### src/rtl/mnist_pkg.sv
// Shared constants and types for the MNIST inference pipeline front end.
package mnist_pkg;

  // Image geometry and pixel format
  localparam int PIX_W  = 8;
  localparam int IMG_W  = 28;
  localparam int IMG_H  = 28;

  // Frame sync word, MSB received first
  localparam int                SYNC_W    = 8;
  localparam logic [SYNC_W-1:0] SYNC_WORD = 8'hA5;

  // Consecutive idle cycles tolerated inside a frame before it is abandoned
  localparam int TIMEOUT = 1023;

  // Deserializer control states
  typedef enum logic [1:0] {
    HUNT = 2'd0,
    RECV = 2'd1,
    DONE = 2'd2
  } state_t;

endpackage

### src/rtl/bit_shift_reg.sv
// Serial-in / parallel-out shift register, MSB first, with shift enable
// and synchronous clear (clear wins over shift).
module bit_shift_reg #(
  parameter int W = 8
) (
  input  logic         clk,
  input  logic         rst_n,
  input  logic         en,
  input  logic         clr,
  input  logic         din,
  output logic [W-1:0] q
);

  // Shift the new bit in at the LSB so the first bit received ends up at the MSB.
  // NOTE: registers are assigned with <= so every flop samples pre-edge values;
  // the register is small, so it is reset rather than left uninitialised.
  always_ff @(posedge clk or negedge rst_n) begin
    if (!rst_n) begin
      q <= '0;
    end else if (clr) begin
      q <= '0;
    end else if (en) begin
      q <= {q[W-2:0], din};
    end
  end

endmodule

### src/rtl/pixel_deserializer.sv
// Front end of the MNIST pipeline: hunts the frame sync word on the serial
// input, then assembles IMG_H*IMG_W pixels MSB first and presents each one
// with its row/column and frame start/done/error markers.
module pixel_deserializer #(
  parameter int                PIX_W     = mnist_pkg::PIX_W,
  parameter int                IMG_W     = mnist_pkg::IMG_W,
  parameter int                IMG_H     = mnist_pkg::IMG_H,
  parameter int                SYNC_W    = mnist_pkg::SYNC_W,
  parameter logic [SYNC_W-1:0] SYNC_WORD = mnist_pkg::SYNC_WORD,
  parameter int                TIMEOUT   = mnist_pkg::TIMEOUT
) (
  input  logic             clk,
  input  logic             rst_n,
  input  logic             data_in,
  input  logic             data_valid,
  output logic [PIX_W-1:0] pixel_out,
  output logic             pixel_valid,
  output logic [4:0]       pixel_row,
  output logic [4:0]       pixel_col,
  output logic             frame_start,
  output logic             frame_done,
  output logic             frame_err,
  output logic             busy
);

  import mnist_pkg::*;

  localparam int NUM_PIX   = IMG_H * IMG_W;
  localparam int BIT_CNT_W = $clog2(PIX_W);
  localparam int PIX_CNT_W = $clog2(NUM_PIX);
  localparam int TO_W      = $clog2(TIMEOUT + 1);

  state_t                 state;
  logic [SYNC_W-1:0]      sync_q;
  logic [PIX_W-1:0]       pix_q;
  logic [BIT_CNT_W-1:0]   bit_cnt;
  logic [PIX_CNT_W-1:0]   pix_cnt;
  logic [4:0]             row_cnt;
  logic [4:0]             col_cnt;
  logic [TO_W-1:0]        to_cnt;

  logic                   sync_en;
  logic                   sync_hit;
  logic                   recv_bit;
  logic                   bit_last;
  logic                   pix_done;
  logic                   frame_last;
  logic                   timeout_hit;
  logic                   window_msbs_unused;

  // The current bit completes both windows, so the oldest stored bit of each
  // register falls out of the window and is never looked at.
  assign window_msbs_unused = sync_q[SYNC_W-1] ^ pix_q[PIX_W-1];

  // Sync detection includes the bit being sampled this cycle
  assign sync_en  = (state == HUNT) && data_valid;
  assign sync_hit = sync_en && ({sync_q[SYNC_W-2:0], data_in} == SYNC_WORD);

  // Pixel assembly and frame progress
  assign recv_bit    = (state == RECV) && data_valid;
  assign bit_last    = (bit_cnt == BIT_CNT_W'(PIX_W - 1));
  assign pix_done    = recv_bit && bit_last;
  assign frame_last  = pix_done && (pix_cnt == PIX_CNT_W'(NUM_PIX - 1));
  assign timeout_hit = (state == RECV) && !data_valid && (to_cnt == TO_W'(TIMEOUT - 1));

  assign busy = (state != HUNT);

  // Sync window: only advances while hunting, emptied once the frame is entered
  bit_shift_reg #(.W(SYNC_W)) u_sync_sr (
    .clk   (clk),
    .rst_n (rst_n),
    .en    (sync_en),
    .clr   (sync_hit),
    .din   (data_in),
    .q     (sync_q)
  );

  // Pixel assembly: holds across idle cycles, partial pixel dropped on abort
  bit_shift_reg #(.W(PIX_W)) u_pix_sr (
    .clk   (clk),
    .rst_n (rst_n),
    .en    (recv_bit),
    .clr   (sync_hit || timeout_hit),
    .din   (data_in),
    .q     (pix_q)
  );

  // Control FSM: hunt for sync, receive one frame, one-cycle DONE marker
  always_ff @(posedge clk or negedge rst_n) begin
    if (!rst_n) begin
      state <= HUNT;
    end else begin
      case (state)
        HUNT:    if (sync_hit) state <= RECV;
        RECV:    if (frame_last) state <= DONE;
                 else if (timeout_hit) state <= HUNT;
        DONE:    state <= HUNT;
        default: state <= HUNT;
      endcase
    end
  end

  // Bit, pixel, coordinate and idle counters; all start fresh on each sync
  always_ff @(posedge clk or negedge rst_n) begin
    if (!rst_n) begin
      bit_cnt <= '0;
      pix_cnt <= '0;
      row_cnt <= '0;
      col_cnt <= '0;
      to_cnt  <= '0;
    end else if (sync_hit || timeout_hit) begin
      bit_cnt <= '0;
      pix_cnt <= '0;
      row_cnt <= '0;
      col_cnt <= '0;
      to_cnt  <= '0;
    end else if (state == RECV) begin
      if (data_valid) begin
        to_cnt  <= '0;
        bit_cnt <= bit_last ? '0 : bit_cnt + 1'b1;
        if (bit_last) begin
          pix_cnt <= pix_cnt + 1'b1;
          if (col_cnt == 5'(IMG_W - 1)) begin
            col_cnt <= '0;
            row_cnt <= row_cnt + 1'b1;
          end else begin
            col_cnt <= col_cnt + 1'b1;
          end
        end
      end else begin
        to_cnt <= to_cnt + 1'b1;
      end
    end
  end

  // Output registers: pixel data/coords held between strobes, markers pulse
  always_ff @(posedge clk or negedge rst_n) begin
    if (!rst_n) begin
      pixel_out   <= '0;
      pixel_row   <= '0;
      pixel_col   <= '0;
      pixel_valid <= 1'b0;
      frame_start <= 1'b0;
      frame_done  <= 1'b0;
      frame_err   <= 1'b0;
    end else begin
      pixel_valid <= pix_done;
      frame_start <= pix_done && (pix_cnt == '0);
      frame_done  <= (state == DONE);
      frame_err   <= timeout_hit;
      if (pix_done) begin
        pixel_out <= {pix_q[PIX_W-2:0], data_in};
        pixel_row <= row_cnt;
        pixel_col <= col_cnt;
      end
    end
  end

endmodule

### config.mk
export PLATFORM = sky130hd
export DESIGN_NAME = pixel_deserializer
export DESIGN_NICKNAME = d
export VERILOG_FILES = /design/src/rtl/mnist_pkg.sv /design/src/rtl/bit_shift_reg.sv /design/src/rtl/pixel_deserializer.sv
export SDC_FILE = /design/constraint.sdc
export NUM_CORES = 1
export LEC_CHECK = 0
export CORE_MARGIN = 3
export CORE_UTILIZATION = 45
export DETAILED_ROUTE_END_ITERATION = 16
export HOLD_SLACK_MARGIN = 0.05
export SLEW_MARGIN = 20
export SYNTH_ARGS = -nofsm -noshare
export SYNTH_HDL_FRONTEND = slang
export SYNTH_HIERARCHICAL = 1
export SYNTH_SLANG_ARGS = --single-unit
### constraint.sdc
create_clock -name clk -period 4.1 [get_ports clk]
set_input_delay 0.82 -clock clk [delete_from_list [all_inputs] [get_ports clk]]
set_output_delay 0.82 -clock clk [all_outputs]
set_load 0.01 [all_outputs]
* Word-level counts from Yosys, hierarchy flattened *
Cells that the tools add are included.

operators by class
  reduce and logical (&&, ||, !) cells = 23
  bitwise gates (word level) = 0
  equal/unequal tests = 9
  magnitude comparators = 0
  add/sub/neg operators = 5
  multiplexer cells = 29
  $mul = 0
  shifts and indexed selects = 0
  div/mod/pow operators = 0

operators with widths
  operator               number
  $mux 10                7
  $mux 5                 10
  $mux 7                 4
  $add 10x1->10 const B  2
  $eq 10x10->1 const B   2
  $reduce_bool 2->1      7
  $mux 3                 4
  $add 5x1->5 const B    2
  $logic_not 10->1       1
  $eq 8x8->1 const B     1
  $logic_and 1x1->1      8
  $mux 2                 3
  $eq 5x5->1 const B     1
  $pmux 2 s2             1
  $reduce_and 2->1       2
  $reduce_and 4->1       1
  $add 3x1->3 const B    1
  $eq 3x3->1 const B     1
  $ne 3x3->1 const B     1
  $reduce_and 3->1       1
  $eq 2x1->1 const B     1
  $eq 2x2->1 const B     1
  $logic_not 2->1        1
  $ne 2x2->1 const B     1
  other kinds (2)        2

word-level totals
  memories kept = 0
  bits in writable memories = 0
  latch bits = 0
  input port bits = 4
  register bits = 71
  bits in read-only memories = 0
  logic and storage cells = 81

* Depth between registers and ports, before layout *
Gate-level depths: netlist of run 1.

  word-level depth = 6
  depth in mapped cells = 9
  depth with buffers taken out = 7

* Modules after synthesis *
The synthesis of run 1 kept the hierarchy.

by module, submodules not included
  module              area each (µm²)  sequential area each (µm²)  cells an instance  times used
  pixel_deserializer  2829.0           1426.4                      296                1
  bit_shift_reg       325.3            200.2                       26                 2

* Worst setup path after synthesis of run 1 *
OpenSTA, ideal clock, no wires.

  path kind = input -> register
  start = input data_valid
  end = register u_pix_sr.q[0]
  setup slack = 1.982 ns
  stages = 7
  arrival = 1.989 ns
  buffers on the path = 3
  setup time = 0.128 ns
  path through = buf_4 nor3b_2 nand4_4 nand2_1 buf_4 buf_1 nor2_1

between the ends
  longest elaborated chain between the ends = 5
  elaborated cells between the ends (all ways) = 9
  those cells by class = 1 x mux; 8 x reduce/logical

RTL lines
  element                                             line                      RTL
  from (decl)                                         pixel_deserializer.sv:15  input logic data_valid,
  $logic_not 1->1                                     pixel_deserializer.sv:64  assign timeout_hit = (state == RECV) && !data_valid && (to_cnt == TO_W'(TIMEOUT - 1));
  $logic_and 1x1->1 (2 in a row)                      pixel_deserializer.sv:64
  $logic_or 1x1->1                                    pixel_deserializer.sv:83  .clr (sync_hit || timeout_hit),
  $mux 7 / $reduce_bool 2->1 (equally long branches)  -
  to (signal assigned)                                bit_shift_reg.sv:23       q <= {q[W-2:0], din};
  to (decl)                                           bit_shift_reg.sv:11       output logic [W-1:0] q

Several ways; a longest one is shown, not always the timed one.
A chain may end at the register's enable or synchronous reset.

* Final worst setup path of run 1 *
  start = input data_valid
  end = register state[0]

between the ends
  longest elaborated chain between the ends = 5
  elaborated cells between the ends (all ways) = 13
  those cells by class = 2 x eq/ne; 2 x mux; 9 x reduce/logical

RTL lines
  element                                                      line                                                RTL
  $logic_and 1x1->1 / $logic_not 1->1 (equally long branches)  pixel_deserializer.sv:60, pixel_deserializer.sv:64
  $logic_and 1x1->1, on equally long branches                  pixel_deserializer.sv:62, pixel_deserializer.sv:64
  $logic_and 1x1->1, on equally long branches                  pixel_deserializer.sv:63, pixel_deserializer.sv:64
  $mux 2 / $ne 3x3->1 (equally long branches)                  -
  $pmux 2 s2 / $reduce_and 2->1 (equally long branches)        -
  to (signal assigned)                                         pixel_deserializer.sv:94                            HUNT: if (sync_hit) state <= RECV;
  to (signal assigned)                                         pixel_deserializer.sv:95                            RECV: if (frame_last) state <= DONE;
  to (signal assigned)                                         pixel_deserializer.sv:96                            else if (timeout_hit) state <= HUNT;
  to (decl)                                                    pixel_deserializer.sv:33                            state_t state;

Several ways; a longest one is shown, not always the timed one.

==> results by group, run 1 <==
Critical path
  – CP max FO: 15
  – Worst path depth: 6
  – Slowest CP cell: clkdlybuf4s50_1
  – Crit Path Class: in2reg
  – CP top delay family: buffers and inverters
  – Worst R2R Path Depth: 7
  – Startpoint Class: input pin
  – R2R Path Start: to_cnt[0]
  – Setup crit end kind: flip-flop
  – CP Data Required Time: 4.30 ns
  – Largest stage delay on the critical path: 0.76 ns
  – Crit path DAT: ~3.0 ns
  – WP buf/inv: 2
  – Beginning of the critical path: data_valid
  – Cells along the critical path: clkdlybuf4s50_1 -> and4bb_2 -> nand4_2 -> nand2_1 -> buf_4 -> o31ai_1

Floorplan
  – Initial Util: 0.4665
  – I/O Pins: 27
  – Die H: 92.95 um
  – Die Wd: just over 90 um
  – Core box area: 7292 um2
  – FP Rows: 31
  – Die Outline Area: roughly 8600 um2

Clock tree
  – CTS clk-pin slew, worst paths: ~0.070 ns
  – H-tree Lvls: 3
  – Clock buffer depth: 2
  – Num CTS Buffers: 9
  – Sink Count: just over 70
  – CTS tree: yes
  – CTS Hold Buffers Added: 0
  – CTS Root Cell: clkbuf_8
  – Worst skew pair latency: approximately 0.34 ns
  – Post-CTS resize count: 0
  – Post-CTS setup buffers: 0

Global route
  – Largest net degree at the start of global routing: 31
  – Vias in the first global route: 2431
  – M3 GR Usage: 0.04874
  – Grt met1 use: 0.2355
  – Overall Global Routing Usage: 0.1702
  – Most Used Layer, Global Route: met2
  – Grt ovf: 0
  – Initial antenna violation count: 0
  – GRT met2 Usage: 0.2561
  – First-pass GRT wire length: 11600 um

Layout
  – Nets: 379
  – Reg area: 1777 um2
  – Share of layout cells above drive strength 1: 0.09946
  – Fin cells: around 470
  – # fillers: 677
  – Number of diodes: 0
  – Post-Route Utilization: 0.5353
  – Multi-input gate area: 1466 um2
  – Area growth, synth to finish: 14.75%

STA
  – Clk_skew: a little under 0.007 ns
  – Final setup violation count: 0
  – RSZ-0062 raised after global routing: no
  – Tmin final: around 2.7 ns
  – Final setup margin: around 1.4 ns
  – Worst-margin pin slew: between 0.6 and 0.7 ns
  – Worst hold slack: between 0.4 and 0.5 ns
  – Hold Fails Final Rpt: 0
  – Slew margin rel.: 0.5508
  – Max Clk Rate: ~0.36 GHz
  – Setup_tns: 0 ns
  – Slew Limit Fails: 0
  – Fin crit share: 0.6707

Synthesis
  – Syn Inst Count: between 300 and 400
  – Mean Syn Cell Area: ~9.9 um2
  – Synthesized cell area: between 3000 and 4000 um2
  – Syn_nets: roughly 350
  – Yosys warning count: 6

Drt
  – Pre-antenna DRT Iters: 4
  – Routed Antenna Nets: 0
  – Vias per cell: 5.085
  – Via Count: 2395
  – WL final: between 6000 and 7000 um
  – Wirelength per Cell: roughly 14 um
  – Residual DRC count: 0
  – Initial DRC count: 80

Power and ir drop
  – Clock power frac: 0.316
  – Int Power: about 0.0012 W
  – Leakage: about 1.9 nW
  – Flop pwr share: 0.514
  – VDD IR-drop max: between 0.2 and 0.3 mV
  – Switching Fraction: 0.2918
  – Combinational Power Share: 0.169
  – Switching power: 0.0005044 W
  – Pwr dens: approximately 440 nW/um2

Placement
  – PortBufs: 26
  – Dpl hpwl: around 4600 um
  – Dpl ws: 0.9806 ns
  – Global placement routability congestion: 0.7733
  – Placed Cells: 455

Min path
  – HP Class: reg2reg
  – Worst hold path cell count: 2
  – Critical hold path startpoint: pixel_out[4]

Outcome
  – Status: finished clean

Flow run
  – # Max-Cap Violations: 0
[per-stage QoR]
| stage | total power [W] | instance area, um2 |
|---|---|---|
| 2_1_floorplan | 0.001108 | 3402 |
| 3_3_place_gp | 0.001188 | 3712 |
| 3_5_place_dp | 0.001197 | 3712 |
| 4_1_cts | 0.001754 | 3904 |
| 5_1_grt | 0.001841 | 3904 |
| 6_report | 0.001729 | 3904 |
[cells in the final DEF (no fill, tap or decap), types with 2 or more instances in the layout]
cell type and count:
nor4_1 6, a41oi_1 3, inv_1 10, a21oi_1 7, xnor2_1 8, nand3_1 20, o21ai_0 5, nand4_1 5
nor2_1 30, a31oi_1 5, ha_1 8, nor3_2 2, and3_1 3, inv_2 2, a22o_1 5, or3_1 3
and4bb_2 2, xor2_1 8, buf_4 6, o2bb2ai_1 2, and4_1 5, clkbuf_1 3, clkbuf_8 10, dfrtp_1 71
nand2_1 80, nor2_2 5, mux2i_1 15, clkdlybuf4s50_1 25
[area by class of cell]
| class | instances | area share |
|---|---|---|
| Inverter | 12 | 0.01154 |
| Tap cell | 99 | 0.03173 |
| Clock buffer | 13 | 0.03814 |
| Timing Repair Buffer | 32 | 0.07692 |
| Clock inverter | 3 | 0.01090 |
| Multi-Input combinational cell | 241 | 0.3756 |
| Sequential cell | 71 | 0.4551 |
[flip-flops by register name (all words and copies together) (netlist names)]
name / flops
pix_cnt: 10
to_cnt: 10
pixel_out: 8
u_pix_sr/q: 7
u_sync_sr/q: 7
col_cnt: 5
pixel_col: 5
pixel_row: 5
row_cnt: 5
bit_cnt: 3
state: 2
frame_done: 1
frame_err: 1
frame_start: 1
pixel_valid: 1
[worst paths after layout]
kind,to,slack (ns)
setup / recovery,state[0],1.35
hold / removal,pixel_out[4],0.48
setup reg to reg,state[0],2.06
hold reg to reg,pixel_out[4],0.48
max in group asynchronous,pixel_col[2],2.82
min in group asynchronous,to_cnt[3],0.52
[per-layer routing]
layer  wire [um]  vias to the layer above
met5           0                        -
met4          69                        0
met3         229                        5
met2        2973                       32
met1        3368                     1152
li1            -                     1206
[worst reg2reg max path, cell delays in order, from the launching register on]
cell,delay [ns]
dfrtp_1,0.43
inv_1,0.07
ha_1,0.14
and4_1,0.31
nand4_4,0.18
nand2_1,0.37
buf_4,0.31
o31ai_1,0.11
[power by group through the flow]
stage / Combinational [W] / Clock (W) / Sequential (W)
finish: 0.000293 / 0.000547 / 0.000889
global route: 0.000335 / 0.000598 / 0.000907
CTS: 0.000298 / 0.000568 / 0.000888
detailed placement: 0.000299 / 0 / 0.000899
global placement: 0.000288 / 0 / 0.000900
floorplan: 0.000234 / 0 / 0.000873
Note: power is estimated with default switching activity, not from simulation.
==> inputs of run 2 (changes only) <==
==> constraint.sdc (replaced) <==
create_clock -name clk -period 2.8 [get_ports clk]
set_input_delay 0.56 -clock clk [delete_from_list [all_inputs] [get_ports clk]]
set_output_delay 0.56 -clock clk [all_outputs]
set_load 0.01 [all_outputs]
==> run 2 against run 1 <==
Compared with the run above: sequential power grew 47%; count of clock-buffer cells in the layout down 4; cell count increased by 0.42%; global-route usage decreased by 0.28 points; hold slack worse by 0.24 ns; wire length down 1.4%; critical path type is now reg2out; critical endpoint is now busy; largest cell class unchanged.
==> results by group, run 2 (same netlist as run 1, synthesis figures left out) <==
Layout
  – Top flop regs: pix_cnt: 10 flops, to_cnt: 10 flops, pixel_out: 8 flops
  – Most frequent cells in the layout: nand2_1, dfrtp_1, nor2_1, clkdlybuf4s50_1, nand3_1
  – Number of diodes: 0
  – Nets: 381
  – Post-Route Utilization: 0.5426
  – Share of layout cells above drive strength 1: 0.1123
  – # fillers: roughly 660
  – Most common cell after layout, fill and taps aside: nand2_1
  – Reg area: about 1800 um2
  – Area growth, synth to finish: 16.29%
  – Multi-input gate area: ~1500 um2
  – Fin cells: roughly 470

STA
  – Fin crit share: 0.7816
  – Clk_skew: a little over 0.009 ns
  – Tmin final: 2.189 ns
  – Hold Fails Final Rpt: 0
  – RSZ-0062 raised after global routing: no
  – Final setup violation count: 0
  – Max Clk Rate: roughly 0.46 GHz
  – Final setup margin: between 0.6 and 0.7 ns
  – Worst-margin pin slew: 0.5020 ns
  – Slew margin rel.: 0.6637
  – Slew Limit Fails: 0
  – Setup_tns: 0 ns

Global route
  – First-pass GRT wire length: between 10000 and 15000 um
  – Grt ovf: 0
  – Largest net degree at the start of global routing: roughly 70
  – Initial antenna violation count: 0
  – Vias in the first global route: ~2300
  – Overall Global Routing Usage: 0.1674

Drt
  – WL final: 6551 um
  – Wirelength per Cell: about 14 um
  – Initial DRC count: roughly 130
  – Vias per cell: ~5.1
  – Pre-antenna DRT Iters: 4
  – Via Count: 2426
  – Residual DRC count: 0
  – Routed Antenna Nets: 0

Critical path
  – R2R Setup Slk: roughly 0.87 ns
  – R2R Path Start: bit_cnt[0]
  – CP max FO: 11
  – Worst R2R Path Depth: 7
  – WP buf/inv: 2
  – Worst reg2reg endpoint: row_cnt[3]
  – Crit path DAT: 1.63 ns
  – Startpoint Class: flip-flop
  – CP Data Required Time: approximately 2.2 ns
  – Largest stage delay on the critical path: around 0.50 ns
  – CP top delay family: buffers and inverters
  – Crit Path Class: reg2out
  – Slowest CP cell: dfrtp_1
  – Cells along the critical path: nor2_1 -> inv_1 -> clkdlybuf4s50_1
  – Setup crit end kind: output pin

Clock tree
  – CTS Root Cell: clkbuf_8
  – CTS tree: yes
  – CTS clk-pin slew, worst paths: 0.09 ns
  – Num CTS Buffers: 9
  – Post-CTS setup buffers: 0
  – Clock buffer depth: 2
  – CTS Hold Buffers Added: 0
  – Sink Count: approximately 70
  – H-tree Lvls: 3
  – Worst skew pair latency: roughly 0.34 ns
  – Post-CTS resize count: 0

Power and ir drop
  – Leakage: approximately 1.9 nW
  – VDD IR-drop max: 0.2535 mV
  – Pwr dens: 651.5 nW/um2

Floorplan
  – Initial Util: 0.4665
  – Die Wd: slightly above 90 um
  – Core box area: approximately 7300 um2
  – I/O Pins: 27
  – Die H: just over 90 um
  – FP Rows: 31
  – Die Outline Area: ~8600 um2

Placement
  – Placed Cells: around 460
  – Dpl ws: 0.3068 ns
  – Global placement routability congestion: around 0.79
  – Dpl hpwl: between 4000 and 5000 um
  – PortBufs: 26

Outcome
  – Status: finished clean

Min path
  – HP Class: in2async

Flow run
  – # Max-Cap Violations: 0
## run 2: cell count changes in the layout (fill, tap and decap cells not counted)
cell,delta
clkinv_2,-1
inv_6,+3
clkbuf_1,-3
clkinv_4,+1
clkinvlp_4,+1
buf_12,+2
clkbuf_8,-1
## run 2: metrics by stage
stage / hold WS (ns) / area [um2] / total power (W)
global placement: 0.4593 / 3752 / 0.001744
CTS: 0.2421 / 3956 / 0.002608
detailed placement: 0.4619 / 3752 / 0.001758
finish: 0.2381 / 3956 / 0.002577
global route: 0.2628 / 3956 / 0.002740
floorplan: 0.2644 / 3402 / 0.001622
## run 2: worst register-to-register path: stages (launching register included)
cell and delay, ns:
dfrtp_1 0.38, ha_1 0.16, ha_1 0.23, nand4b_4 0.25, buf_4 0.26, nor4_1 0.32
xnor2_1 0.18, nor2_2 0.04
## run 2: routing by layer
metal  wire [um]  track usage  part of all wire  up-vias
met5           0            0                 0        -
met4          65      0.06960            0.0099        0
met2        2848       0.2364              0.43       44
met3         233      0.03818             0.036        5
met1        3403       0.2467              0.52     1163
li1            -            -                 -     1214
## run 2: power breakdown
part	internal (W)	total (W)	switching (W)
logic	0.000198	0.000432	0.000234
registers	0.00116	0.00131	0.000145
clock network	0.000422	0.000840	0.000418
## run 2: how the worst max path moves through the flow
stage | startpoint | endpoint | cells after the start
2_1_floorplan | data_valid | u_pix_sr/q[0] | 7
6_report | state[1] | busy | 3
3_5_place_dp | data_valid | to_cnt[3] | 7
3_3_place_gp | data_valid | to_cnt[3] | 7
4_1_cts | state[1] | busy | 3
5_1_grt | state[1] | busy | 3
## run 2: final cells by class
type | count | share of cell area
Sequential cell | 71 | 0.4491
Multi-Input combinational cell | 241 | 0.3707
Timing Repair Buffer | 34 | 0.08602
Clock buffer | 9 | 0.03131
Tap cell | 99 | 0.03131
Clock inverter | 7 | 0.02024
Inverter | 12 | 0.01139
==> inputs of run 3 (changes only) <==
--- a/config.mk
+++ b/config.mk
@@ -9,6 +9,7 @@
 export CORE_UTILIZATION = 45
 export DETAILED_ROUTE_END_ITERATION = 16
 export HOLD_SLACK_MARGIN = 0.05
+export PLACE_DENSITY = 0.67
 export SLEW_MARGIN = 20
 export SYNTH_ARGS = -nofsm -noshare
 export SYNTH_HDL_FRONTEND = slang
==> constraint.sdc (replaced) <==
create_clock -name clk -period 1.9 [get_ports clk]
set_input_delay 0.38 -clock clk [delete_from_list [all_inputs] [get_ports clk]]
set_output_delay 0.38 -clock clk [all_outputs]
set_load 0.01 [all_outputs]
==> run 3 against run 2 <==
Compared with the run above: via count rose by 7.3%; worst setup slack got worse by 0.48 ns; combinational power rose by 78%; largest power group unchanged; sequential cell count did not move; highest routed layer unchanged; power rose by 50%; clock power rose by 40%; die area did not move.
==> results by group, run 3 (same netlist as run 1, synthesis figures left out) <==
Global route
  – Vias in the first global route: roughly 2600
  – First-pass GRT wire length: 12320 um
  – M3 GR Usage: 0.04468
  – Overall Global Routing Usage: 0.1773
  – Largest net degree at the start of global routing: 72
  – Grt met1 use: 0.2455
  – Initial antenna violation count: 0
  – GRT met2 Usage: 0.2717
  – Grt ovf: 0
  – Most Used Layer, Global Route: met2

Power and ir drop
  – Power Total: about 0.0039 W
  – Switching power: between 0.001 and 0.0015 W
  – Leakage: ~2.0 nW
  – VDD IR-drop max: ~0.69 mV
  – Clock power frac: 0.306
  – Switching Fraction: 0.3010
  – Combinational Power Share: 0.199
  – Flop pwr share: 0.495
  – Pwr dens: 932.2 nW/um2
  – Int Power: around 0.0027 W

STA
  – Worst-margin pin slew: 0.3930 ns
  – Final setup violation count: 0
  – Slew margin rel.: 0.7380
  – Hold Fails Final Rpt: 0
  – Fin crit share: 0.9292
  – Tmin final: between 1.5 and 2 ns
  – Slew Limit Fails: 0
  – RSZ-0062 raised after global routing: no
  – Setup_tns: 0 ns
  – Clk_skew: ~0.0099 ns
  – Max Clk Rate: 0.5664 GHz

Critical path
  – CP dominant cell by count: buf_4
  – Startpoint Class: flip-flop
  – Largest stage delay on the critical path: about 0.37 ns
  – Slowest CP cell: dfrtp_1
  – Worst R2R Path Depth: 9
  – Crit Path Class: reg2reg
  – Crit path DAT: a little under 2 ns
  – CP max FO: 7
  – Setup crit end kind: flip-flop
  – Cells along the critical path: ha_1 -> ha_2 -> nand4b_4 -> buf_4 -> inv_2 -> buf_4 -> nand4_1 -> xor2_1 -> nor2_1
  – CP Data Required Time: 2.12 ns

Drt
  – WL final: 6890 um
  – Pre-antenna DRT Iters: 4
  – Initial DRC count: between 100 and 150
  – Wirelength per Cell: 13.92 um
  – Routed Antenna Nets: 0
  – Residual DRC count: 0
  – Via Count: ~2600
  – Vias per cell: between 5 and 6

Layout
  – Most common cell after layout, fill and taps aside: nand2_1
  – Number of diodes: 0
  – Most frequent cells in the layout: nand2_1, dfrtp_1, nor2_1, buf_4, clkdlybuf4s50_1
  – Top flop regs: pix_cnt: 10 flops, to_cnt: 10 flops, pixel_out: 8 flops
  – Area growth, synth to finish: 21.92%
  – Post-Route Utilization: 0.5688
  – Fin cells: 495
  – Share of layout cells above drive strength 1: 0.1742
  – Nets: 403
  – # fillers: ~670

Floorplan
  – FP Rows: 31
  – Die Wd: between 90 and 100 um
  – Core box area: about 7300 um2
  – Initial Util: 0.4665
  – Die Outline Area: between 8000 and 9000 um2
  – Die H: around 93 um
  – I/O Pins: 27

Clock tree
  – H-tree Lvls: 3
  – CTS tree: yes
  – CTS Root Cell: clkbuf_8
  – Sink Count: a little over 70
  – Num CTS Buffers: 9
  – CTS clk-pin slew, worst paths: ~0.080 ns
  – Clock buffer depth: 2
  – Worst skew pair latency: roughly 0.34 ns

Placement
  – Global placement routability congestion: slightly below 0.8
  – PortBufs: 26
  – Dpl hpwl: 4782 um
  – Placed Cells: between 400 and 500

Flow run
  – # Max-Cap Violations: 0

Outcome
  – Status: finished clean

Min path
  – HP Class: in2async
## run 3: changes by cell type in the layout (fill, tap and decap cells not counted), sizes merged
| cell | previous run | this run |
|---|---|---|
| buf | 9 | 31 |
| clkdlybuf4s50 | 25 | 24 |
| clkinv | 1 | 5 |
| clkinvlp | 2 | 1 |
| dlymetal6s2s | 0 | 1 |
| inv | 15 | 12 |
## run 3: per-layer routing
layer	part of all wire	wire [um]	vias to the layer above
met5	0	0	-
met1	0.47	3231	1291
met2	0.47	3265	43
li1	-	-	1261
met3	0.043	296	9
met4	0.014	97	0
## run 3: final timing paths
kind	from	endpoint	slack, ns
worst max-delay path	bit_cnt[0]	pix_cnt[3]	0.13
worst min-delay path	rst_n	to_cnt[7]	0.05
worst max register to register	bit_cnt[0]	pix_cnt[3]	0.13
worst min register to register	pixel_out[6]	pixel_out[6]	0.48
max in group asynchronous	rst_n	col_cnt[0]	1.54
min in group clk	pixel_out[6]	pixel_out[6]	0.48
## run 3: cell type report
type                    instances  area [um2]  area share
well taps                      99       123.9     0.02986
clock buffers                   9       123.9     0.02986
inverters                      12       45.04     0.01086
flip-flops and latches         71        1779      0.4290
repair buffers                 56       520.5      0.1255
multi-input cells             241        1481      0.3572
clock inverters                 7       73.82     0.01780
## run 3: power groups by stage
stage | Combinational, W | Clock [W] | Sequential (W)
floorplan | 0.000506 | 0 | 0.00188
global placement | 0.000712 | 0 | 0.00193
detailed placement | 0.000746 | 0 | 0.00194
CTS | 0.000780 | 0.00122 | 0.00191
global route | 0.000882 | 0.00128 | 0.00195
finish | 0.000768 | 0.00118 | 0.00191
## run 3: repair_timing
| item | in CTS | in global routing |
|---|---|---|
| endpoints found under the setup margin | 1 | 8 |
| resized for setup | 4 | 3 |
| hold buffers | 0 | 0 |
| buffers inserted | 2 | 0 |
## run 3: worst max-delay path: cells and delay by family (launching register included)
kind,cells,cell delay [ns]
XOR/XNOR,1,0.15
flip-flops,1,0.37
adder cells (fa/ha/maj),2,0.38
buffers and inverters,3,0.45
AND/OR/NAND/NOR,3,0.31
## run 3: metrics by stage
stage / area (um2) / hold slack [ns] / setup slack, ns
after CTS: 4138 / 0.06636 / 0.04694
after floorplan: 3402 / 0.08441 / 0.2059
after detailed placement: 3915 / 0.4396 / -0.1499
after global placement: 3915 / 0.4414 / -0.1083
after global routing: 4148 / 0.06548 / 0.008135
final: 4148 / 0.05355 / 0.1345
